[src/rtl/uart_pkg.sv]
// Shared types and oversampling helpers for the configurable UART receiver.
package uart_pkg;

    typedef enum logic [2:0] {
        ST_IDLE,
        ST_START,
        ST_DATA,
        ST_PARITY,
        ST_STOP1,
        ST_STOP2,
        ST_BRK_WAIT
    } rx_state_t;

    typedef enum logic [1:0] {
        LEN_5 = 2'd0,
        LEN_6 = 2'd1,
        LEN_7 = 2'd2,
        LEN_8 = 2'd3
    } data_len_t;

    localparam int DEFAULT_OSR = 16;

    function automatic int vote_idx_first(input int osr);
        return osr / 2 - 1;
    endfunction

    function automatic int vote_idx_mid(input int osr);
        return osr / 2;
    endfunction

    function automatic int vote_idx_last(input int osr);
        return osr / 2 + 1;
    endfunction

    // Index of the final data bit for a given frame length (5..8 bits -> 4..7)
    function automatic logic [2:0] last_bit_idx(input data_len_t len);
        return {1'b0, len} + 3'd4;
    endfunction

endpackage

[src/rtl/uart_rx_cfg_if.sv]
// Receive-side handshake between the UART receiver and its consumer.
interface uart_rx_cfg_if #(
    parameter int MAX_DATA_WIDTH = 8
) ();
    logic [MAX_DATA_WIDTH-1:0] rx_data;
    logic                      rx_parity_err;
    logic                      rx_frame_err;
    logic                      rx_valid;
    logic                      rx_ready;

    modport master (
        output rx_data,
        output rx_parity_err,
        output rx_frame_err,
        output rx_valid,
        input  rx_ready
    );

    modport slave (
        input  rx_data,
        input  rx_parity_err,
        input  rx_frame_err,
        input  rx_valid,
        output rx_ready
    );
endinterface

[src/rtl/uart_rx_vote.sv]
// Captures the two samples ahead of mid-bit and forms a 3-way majority with the third.
module uart_rx_vote
    import uart_pkg::*;
#(
    parameter int OVERSAMPLE_RATE = DEFAULT_OSR,
    parameter int CNT_W           = $clog2(OVERSAMPLE_RATE)
) (
    input  logic             uart_clk,
    input  logic             rst_n,
    input  logic             sample_tick,
    input  logic             rx_serial_sync,
    input  logic             window_en,
    input  logic [CNT_W-1:0] sample_cnt,
    output logic             vote_bit,
    output logic             vote_valid
);
    localparam logic [CNT_W-1:0] C_FIRST = CNT_W'(vote_idx_first(OVERSAMPLE_RATE));
    localparam logic [CNT_W-1:0] C_MID   = CNT_W'(vote_idx_mid(OVERSAMPLE_RATE));
    localparam logic [CNT_W-1:0] C_LAST  = CNT_W'(vote_idx_last(OVERSAMPLE_RATE));

    logic [1:0] samp;

    always_ff @(posedge uart_clk or negedge rst_n) begin
        if (!rst_n) begin
            samp <= 2'b00;
        end else if (sample_tick && window_en &&
                     (sample_cnt == C_FIRST || sample_cnt == C_MID)) begin
            samp <= {samp[0], rx_serial_sync};
        end
    end

    // Third sample is the live input on the tick the vote is consumed
    assign vote_bit   = (samp[1] & samp[0]) | (samp[1] & rx_serial_sync) |
                        (samp[0] & rx_serial_sync);
    assign vote_valid = sample_tick && window_en && (sample_cnt == C_LAST);

endmodule

[src/rtl/uart_rx_cfg.sv]
// UART receiver with runtime frame format, majority-vote sampling and error/break status.
module uart_rx_cfg
    import uart_pkg::*;
#(
    parameter int OVERSAMPLE_RATE = DEFAULT_OSR,
    parameter int MAX_DATA_WIDTH  = 8
) (
    input  logic                 uart_clk,
    input  logic                 rst_n,
    input  logic                 sample_tick,
    input  logic                 rx_serial_sync,
    input  logic [1:0]           cfg_data_bits,
    input  logic                 cfg_parity_en,
    input  logic                 cfg_parity_odd,
    input  logic                 cfg_stop2,
    uart_rx_cfg_if.master        rx_if,
    output logic                 overrun_error,
    output logic                 break_detect,
    input  logic                 status_clr,
    output logic                 rx_active
);
    localparam int               CNT_W    = $clog2(OVERSAMPLE_RATE);
    localparam logic [CNT_W-1:0] CNT_LAST = CNT_W'(OVERSAMPLE_RATE - 1);

    rx_state_t                 state;
    logic [CNT_W-1:0]          sample_cnt;
    logic [2:0]                bit_cnt;
    logic                      edge_q;
    logic [MAX_DATA_WIDTH-1:0] data_sh;
    logic                      par_err;
    logic                      stop_err;
    logic                      all_zero;
    data_len_t                 len_s;
    logic                      par_en_s;
    logic                      par_odd_s;
    logic                      stop2_s;

    logic vote_bit;
    logic vote_valid;
    logic commit_now;
    logic brk_now;
    logic frame_err_now;

    uart_rx_vote #(
        .OVERSAMPLE_RATE (OVERSAMPLE_RATE),
        .CNT_W           (CNT_W)
    ) u_vote (
        .uart_clk       (uart_clk),
        .rst_n          (rst_n),
        .sample_tick    (sample_tick),
        .rx_serial_sync (rx_serial_sync),
        .window_en      (state != ST_IDLE),
        .sample_cnt     (sample_cnt),
        .vote_bit       (vote_bit),
        .vote_valid     (vote_valid)
    );

    // Frame end decode: an all-zero frame through STOP1 is a break, never a byte
    always_comb begin
        commit_now    = 1'b0;
        brk_now       = 1'b0;
        frame_err_now = stop_err | ~vote_bit;
        if (vote_valid) begin
            case (state)
                ST_STOP1: begin
                    if (all_zero && !vote_bit) brk_now = 1'b1;
                    else if (!stop2_s)         commit_now = 1'b1;
                end
                ST_STOP2: commit_now = 1'b1;
                default: ;
            endcase
        end
    end

    assign rx_active = (state != ST_IDLE);

    always_ff @(posedge uart_clk or negedge rst_n) begin
        if (!rst_n) begin
            state         <= ST_IDLE;
            sample_cnt    <= '0;
            bit_cnt       <= '0;
            edge_q        <= 1'b1;
            data_sh       <= '0;
            par_err       <= 1'b0;
            stop_err      <= 1'b0;
            all_zero      <= 1'b0;
            len_s         <= LEN_5;
            par_en_s      <= 1'b0;
            par_odd_s     <= 1'b0;
            stop2_s       <= 1'b0;
            rx_if.rx_data       <= '0;
            rx_if.rx_parity_err <= 1'b0;
            rx_if.rx_frame_err  <= 1'b0;
            rx_if.rx_valid      <= 1'b0;
            overrun_error <= 1'b0;
            break_detect  <= 1'b0;
        end else begin
            if (sample_tick) begin
                edge_q <= rx_serial_sync;
                if (state != ST_IDLE) begin
                    sample_cnt <= (sample_cnt == CNT_LAST) ? '0 : sample_cnt + 1'b1;
                end
                case (state)
                    ST_IDLE: begin
                        if (edge_q && !rx_serial_sync) begin
                            state      <= ST_START;
                            sample_cnt <= '0;
                            bit_cnt    <= '0;
                            data_sh    <= '0;
                            par_err    <= 1'b0;
                            stop_err   <= 1'b0;
                            all_zero   <= 1'b1;
                            len_s      <= data_len_t'(cfg_data_bits);
                            par_en_s   <= cfg_parity_en;
                            par_odd_s  <= cfg_parity_odd;
                            stop2_s    <= cfg_stop2;
                        end
                    end
                    ST_START: begin
                        if (vote_valid && vote_bit) begin
                            state      <= ST_IDLE;
                            sample_cnt <= '0;
                        end else if (sample_cnt == CNT_LAST) begin
                            state <= ST_DATA;
                        end
                    end
                    ST_DATA: begin
                        if (vote_valid) begin
                            data_sh[bit_cnt] <= vote_bit;
                            if (vote_bit) all_zero <= 1'b0;
                        end
                        if (sample_cnt == CNT_LAST) begin
                            if (bit_cnt == last_bit_idx(len_s)) begin
                                bit_cnt <= '0;
                                state   <= par_en_s ? ST_PARITY : ST_STOP1;
                            end else begin
                                bit_cnt <= bit_cnt + 1'b1;
                            end
                        end
                    end
                    ST_PARITY: begin
                        if (vote_valid) begin
                            par_err <= ((^data_sh) ^ vote_bit) != par_odd_s;
                            if (vote_bit) all_zero <= 1'b0;
                        end
                        if (sample_cnt == CNT_LAST) state <= ST_STOP1;
                    end
                    ST_STOP1: begin
                        if (vote_valid) stop_err <= frame_err_now;
                        if (brk_now) begin
                            state <= ST_BRK_WAIT;
                        end else if (commit_now) begin
                            state      <= ST_IDLE;
                            sample_cnt <= '0;
                        end else if (sample_cnt == CNT_LAST) begin
                            state <= ST_STOP2;
                        end
                    end
                    ST_STOP2: begin
                        if (commit_now) begin
                            state      <= ST_IDLE;
                            sample_cnt <= '0;
                        end
                    end
                    ST_BRK_WAIT: begin
                        if (rx_serial_sync) begin
                            state      <= ST_IDLE;
                            sample_cnt <= '0;
                        end
                    end
                    default: begin
                        state      <= ST_IDLE;
                        sample_cnt <= '0;
                    end
                endcase
            end

            // Consumer handshake; a held, unaccepted byte blocks the new one
            if (commit_now) begin
                if (rx_if.rx_valid && !rx_if.rx_ready) begin
                    overrun_error <= 1'b1;
                end else begin
                    rx_if.rx_data       <= data_sh;
                    rx_if.rx_parity_err <= par_err;
                    rx_if.rx_frame_err  <= frame_err_now;
                    rx_if.rx_valid      <= 1'b1;
                end
            end else if (rx_if.rx_valid && rx_if.rx_ready) begin
                rx_if.rx_valid <= 1'b0;
            end

            if (status_clr) begin
                if (!(commit_now && rx_if.rx_valid && !rx_if.rx_ready)) overrun_error <= 1'b0;
                if (!brk_now) break_detect <= 1'b0;
            end
            if (brk_now) break_detect <= 1'b1;
        end
    end

endmodule

[src/flat_wrapper.sv]
// flat-port wrapper written by rule: the top's interface ports become plain ports
module uart_rx_cfg_flat import uart_pkg::*;
#(
    parameter int OVERSAMPLE_RATE = DEFAULT_OSR,
    parameter int MAX_DATA_WIDTH  = 8
)
  (uart_clk, rst_n, sample_tick, rx_serial_sync, cfg_data_bits, cfg_parity_en, cfg_parity_odd, cfg_stop2, overrun_error, break_detect, status_clr, rx_active, rx_if_rx_data, rx_if_rx_parity_err, rx_if_rx_frame_err, rx_if_rx_valid, rx_if_rx_ready);
  uart_rx_cfg_if #(.MAX_DATA_WIDTH(MAX_DATA_WIDTH)) rx_if_i ();
  input  logic uart_clk;
  input  logic rst_n;
  input  logic sample_tick;
  input  logic rx_serial_sync;
  input  logic [1:0] cfg_data_bits;
  input  logic cfg_parity_en;
  input  logic cfg_parity_odd;
  input  logic cfg_stop2;
  output logic overrun_error;
  output logic break_detect;
  input  logic status_clr;
  output logic rx_active;
  output wire logic [$bits(rx_if_i.rx_data)-1:0] rx_if_rx_data;
  output wire logic [$bits(rx_if_i.rx_parity_err)-1:0] rx_if_rx_parity_err;
  output wire logic [$bits(rx_if_i.rx_frame_err)-1:0] rx_if_rx_frame_err;
  output wire logic [$bits(rx_if_i.rx_valid)-1:0] rx_if_rx_valid;
  input wire logic [$bits(rx_if_i.rx_ready)-1:0] rx_if_rx_ready;
  assign rx_if_rx_data = rx_if_i.rx_data;
  assign rx_if_rx_parity_err = rx_if_i.rx_parity_err;
  assign rx_if_rx_frame_err = rx_if_i.rx_frame_err;
  assign rx_if_rx_valid = rx_if_i.rx_valid;
  assign rx_if_i.rx_ready = rx_if_rx_ready;
  uart_rx_cfg #(.OVERSAMPLE_RATE(OVERSAMPLE_RATE), .MAX_DATA_WIDTH(MAX_DATA_WIDTH)) u_core (.uart_clk(uart_clk), .rst_n(rst_n), .sample_tick(sample_tick), .rx_serial_sync(rx_serial_sync), .cfg_data_bits(cfg_data_bits), .cfg_parity_en(cfg_parity_en), .cfg_parity_odd(cfg_parity_odd), .cfg_stop2(cfg_stop2), .rx_if(rx_if_i), .overrun_error(overrun_error), .break_detect(break_detect), .status_clr(status_clr), .rx_active(rx_active));
endmodule
[config.mk]
export PLATFORM = sky130hd
export DESIGN_NAME = uart_rx_cfg_flat
export DESIGN_NICKNAME = d
export VERILOG_FILES = /design/src/rtl/uart_pkg.sv /design/src/rtl/uart_rx_cfg_if.sv /design/src/rtl/uart_rx_vote.sv /design/src/rtl/uart_rx_cfg.sv /design/src/flat_wrapper.sv
export SDC_FILE = /design/constraint.sdc
export NUM_CORES = 1
export LEC_CHECK = 0
export BUFFER_PORTS_ARGS = -buffer_cell sky130_fd_sc_hd__buf_4
export CAP_MARGIN = 20
export CORE_MARGIN = 4
export CORE_UTILIZATION = 59
export DETAILED_ROUTE_END_ITERATION = 10
export PLACE_DENSITY_LB_ADDON = 0.12
export SLEW_MARGIN = 10
export SYNTH_ARGS = -nofsm -noshare
export SYNTH_HDL_FRONTEND = slang
export SYNTH_SLANG_ARGS = --single-unit
[constraint.sdc]
create_clock -name uart_clk -period 2.55 [get_ports uart_clk]
set_input_delay 0.51 -clock uart_clk [delete_from_list [all_inputs] [get_ports uart_clk]]
set_output_delay 0.51 -clock uart_clk [all_outputs]
set_load 0.02 [all_outputs]
==> impl_results.md <==
* CP Capture Type: flip-flop
* First-pass DRT Iterations at 4
* Vias post-DR at 1750
* Post-CTS Hold Buffers at 0
* Post-DP HPWL at 3604 um
* Post-DRT Antenna Nets at 0
* Largest net degree at the start of global routing at 43
* Worst Tran Pin Value at 552.0 ps
* MaxCap Viol Count at 0
* H-tree levels at 2
* Max FO, Critical Path at 10
* Post-Syn Area at 2441 um^2
* Post-synth EDFFs at 0
* Critical path cell sequence: inv_1, ha_1, and4b_1, nand2_1, nor2_1, o211ai_4, mux2_4
* Clock latency on the worst-skew pair at 290 ps
* Post-DP Area at 2651 um^2
* Yosys warns at 0
* Final WS setup at 272.8 ps
* Worst path depth at 7
* Layout cell share with drive strength beyond 1 at 0.2963
* Post-synthesis area per instance at 11.15 um^2
* Post-synthesis sequential area ratio at 0.4311
* Reg2Reg Depth at 7
* Max clock buf depth at 2
* TritonCTS clock tree: yes
* Slowest CP cell: and4b_1
* Initial DRC Count at 99
* Post-synthesis register bit count at 42
* Status: completed
* Residual DRC at 0
* Yosys cell types at 65
* Crit-path leading delay family: simple AND/OR/NAND/NOR gates
* Area grow syn2layout at 12.97%
* Final Non-Filler Cells at 293
* Post-CTS Setup Bufs at 0
* Design Power at 2.390 mW
* Top-count cell post-synth: dfrtp_1
* Fill cells at 308
* Routed len/inst at 17.28 um
* Post-synth top area share at 0.4203
* Post-synth top area cell: dfrtp_1
* Core ar. at 4000 um^2
* Design area at 2758 um^2
* Synth Area in Compound Gates at 0.1594
* Leak Pwr at 1.251 nW
* Post-synthesis adder-cell area fraction at 0.02512
* Max_slew headroom at 0.6302
* CTS Buf Count at 5
* Fin crit share at 0.8930
* Synth top cells by count: 41 x dfrtp_1, 20 x nor2_1, 13 x inv_1
* Final Net Count at 257
* Setup violation total in the final timing report at 0
* Die Span X at 72.32 um
* Data required time of the critical path at 2720 ps
* Num Clock Sinks at 42
* CP bufs+invs at 1
* Resized cells post-CTS at 0
* Largest family of logic cells by synthesized area: simple AND/OR/NAND/NOR gates
* Grt total ovfl at 0
* Arrival @ worst endpoint at 2450 ps
* IO Count at 25
* Ranking of synthesized cells by area: dfrtp_1 42%, mux2_4 6.2%, mux2_2 3.7%
* Simple-gate area share of the yosys netlist at 0.1635
* Num rows at 23
* Cells after synthesis at 219
* WS Path Type: reg2reg
* DP Worst Slack at 201.1 ps
* Initial antenna violation count at 0
* Global placement routability congestion at 0.8473
* Port-buffer cells at 24
* Total Routing Usage GR at 0.2198
* Final core occ at 0.6894
* Fin crit period at 2277 ps
* CTS clk-pin slew, worst paths at 70 ps
* Reg2reg setup slack at 270 ps
* Die area at 5230 um^2
* Fmax at 439.1 MHz
* DRT Wirelength at 5063 um
* First-pass GRT wire length at 8970 um
* Hold Path Class: in2async
* Via-to-Cell Ratio at 5.973
* Syn nets at 234
* Pwr dens at 866.5 nW/um^2
* Setup TNS at 0 ps
* Critical Path Source Type: flip-flop
* Clock root buffer: clkbuf_8
* Async S/R FF share, synth at 1.000
* Die Span Y at 72.32 um
* Max-slew violation count at 0
* Final hold vios at 0
* Placed Cells at 285
* Max Clock Skew at 7.661 ps
* Initial Util at 0.6103
* CP max stage delay at 470 ps
* Peak VDD IR at 0.5916 mV
* Synth Area in XOR/XNOR at 0.03947
* # diodes at 0
* RSZ-0062 raised after global routing: no
* Vias in the first global route at 1875
* Hold slack at 190.7 ps
* Ys flop type: dfrtp_1
* Post-synthesis mux area share at 0.1358
## registers in the layout (all words and copies together) (netlist names), 2 cells and up
name,flops
u_core.data_sh,8
u_core.rx_if.rx_data,8
u_core.bit_cnt,3
u_core.len_s,2
u_core.sample_cnt,4
u_core.u_vote.samp,2
u_core.state,3
## path summary, 6_finish.rpt
path	from	endpoint
hold / removal	rst_n	u_core.rx_if.rx_data[4]
hold reg to reg	u_core.all_zero	u_core.all_zero
min in group uart_clk	status_clr	u_core.overrun_error
setup / recovery	u_core.sample_cnt[1]	u_core.rx_if.rx_frame_err
setup reg to reg	u_core.sample_cnt[1]	u_core.rx_if.rx_frame_err
max in group asynchronous	rst_n	u_core.edge_q
## routing by layer
metal	vias up	share of wire	track usage	routed length [um]
met5	-	0	0	0
met4	0	0.017	0.07516	85
met3	10	0.049	0.05402	246
met2	47	0.54	0.3893	2716
met1	861	0.40	0.2588	2014
li1	832	-	-	-
## final cells by class
cell class,count,area (um^2),area share
tap,50,62.56,0.02269
clock buffer,7,76.32,0.02768
clock inverter,1,30.03,0.01089
multi-input combinational,152,1277,0.4633
timing repair buffer,28,210.2,0.07623
sequential,42,1052,0.3816
inverter,13,48.80,0.01770
## power by group
group / switching [mW] / total (mW) / internal (mW)
Clock: 0.219 / 0.512 / 0.293
Combinational: 0.519 / 0.912 / 0.394
Sequential: 0.174 / 0.966 / 0.792
## cell families after synthesis
logic type | count (synthesis)
buf+inv | 25
fa+ha+maj | 5
xor+xnor | 11
flops | 42
simple gates | 66
mux | 27
compound gates | 43
## cell usage in the layout (no fill, tap or decap), types with 2 or more instances in the layout
cell type,synthesis,final
nor2b_1,4,4
inv_1,13,13
nor2_1,20,20
ha_1,4,4
a311oi_1,2,2
dfrtp_1,41,41
mux2i_1,8,8
o41ai_1,2,2
xnor2_1,10,10
nand3_1,2,2
nor3_1,3,3
and4bb_2,2,2
nor4b_2,4,4
nand2b_1,3,3
clkbuf_1,2,2
o21ai_0,9,9
clkbuf_8,0,5
nor2_2,2,2
a21oi_1,5,5
mux2_2,8,8
buf_4,2,28
a31oi_1,2,2
mux2_4,10,10
o22ai_1,2,2
nand2_1,12,12
Note: power is estimated with default switching activity, not from simulation.
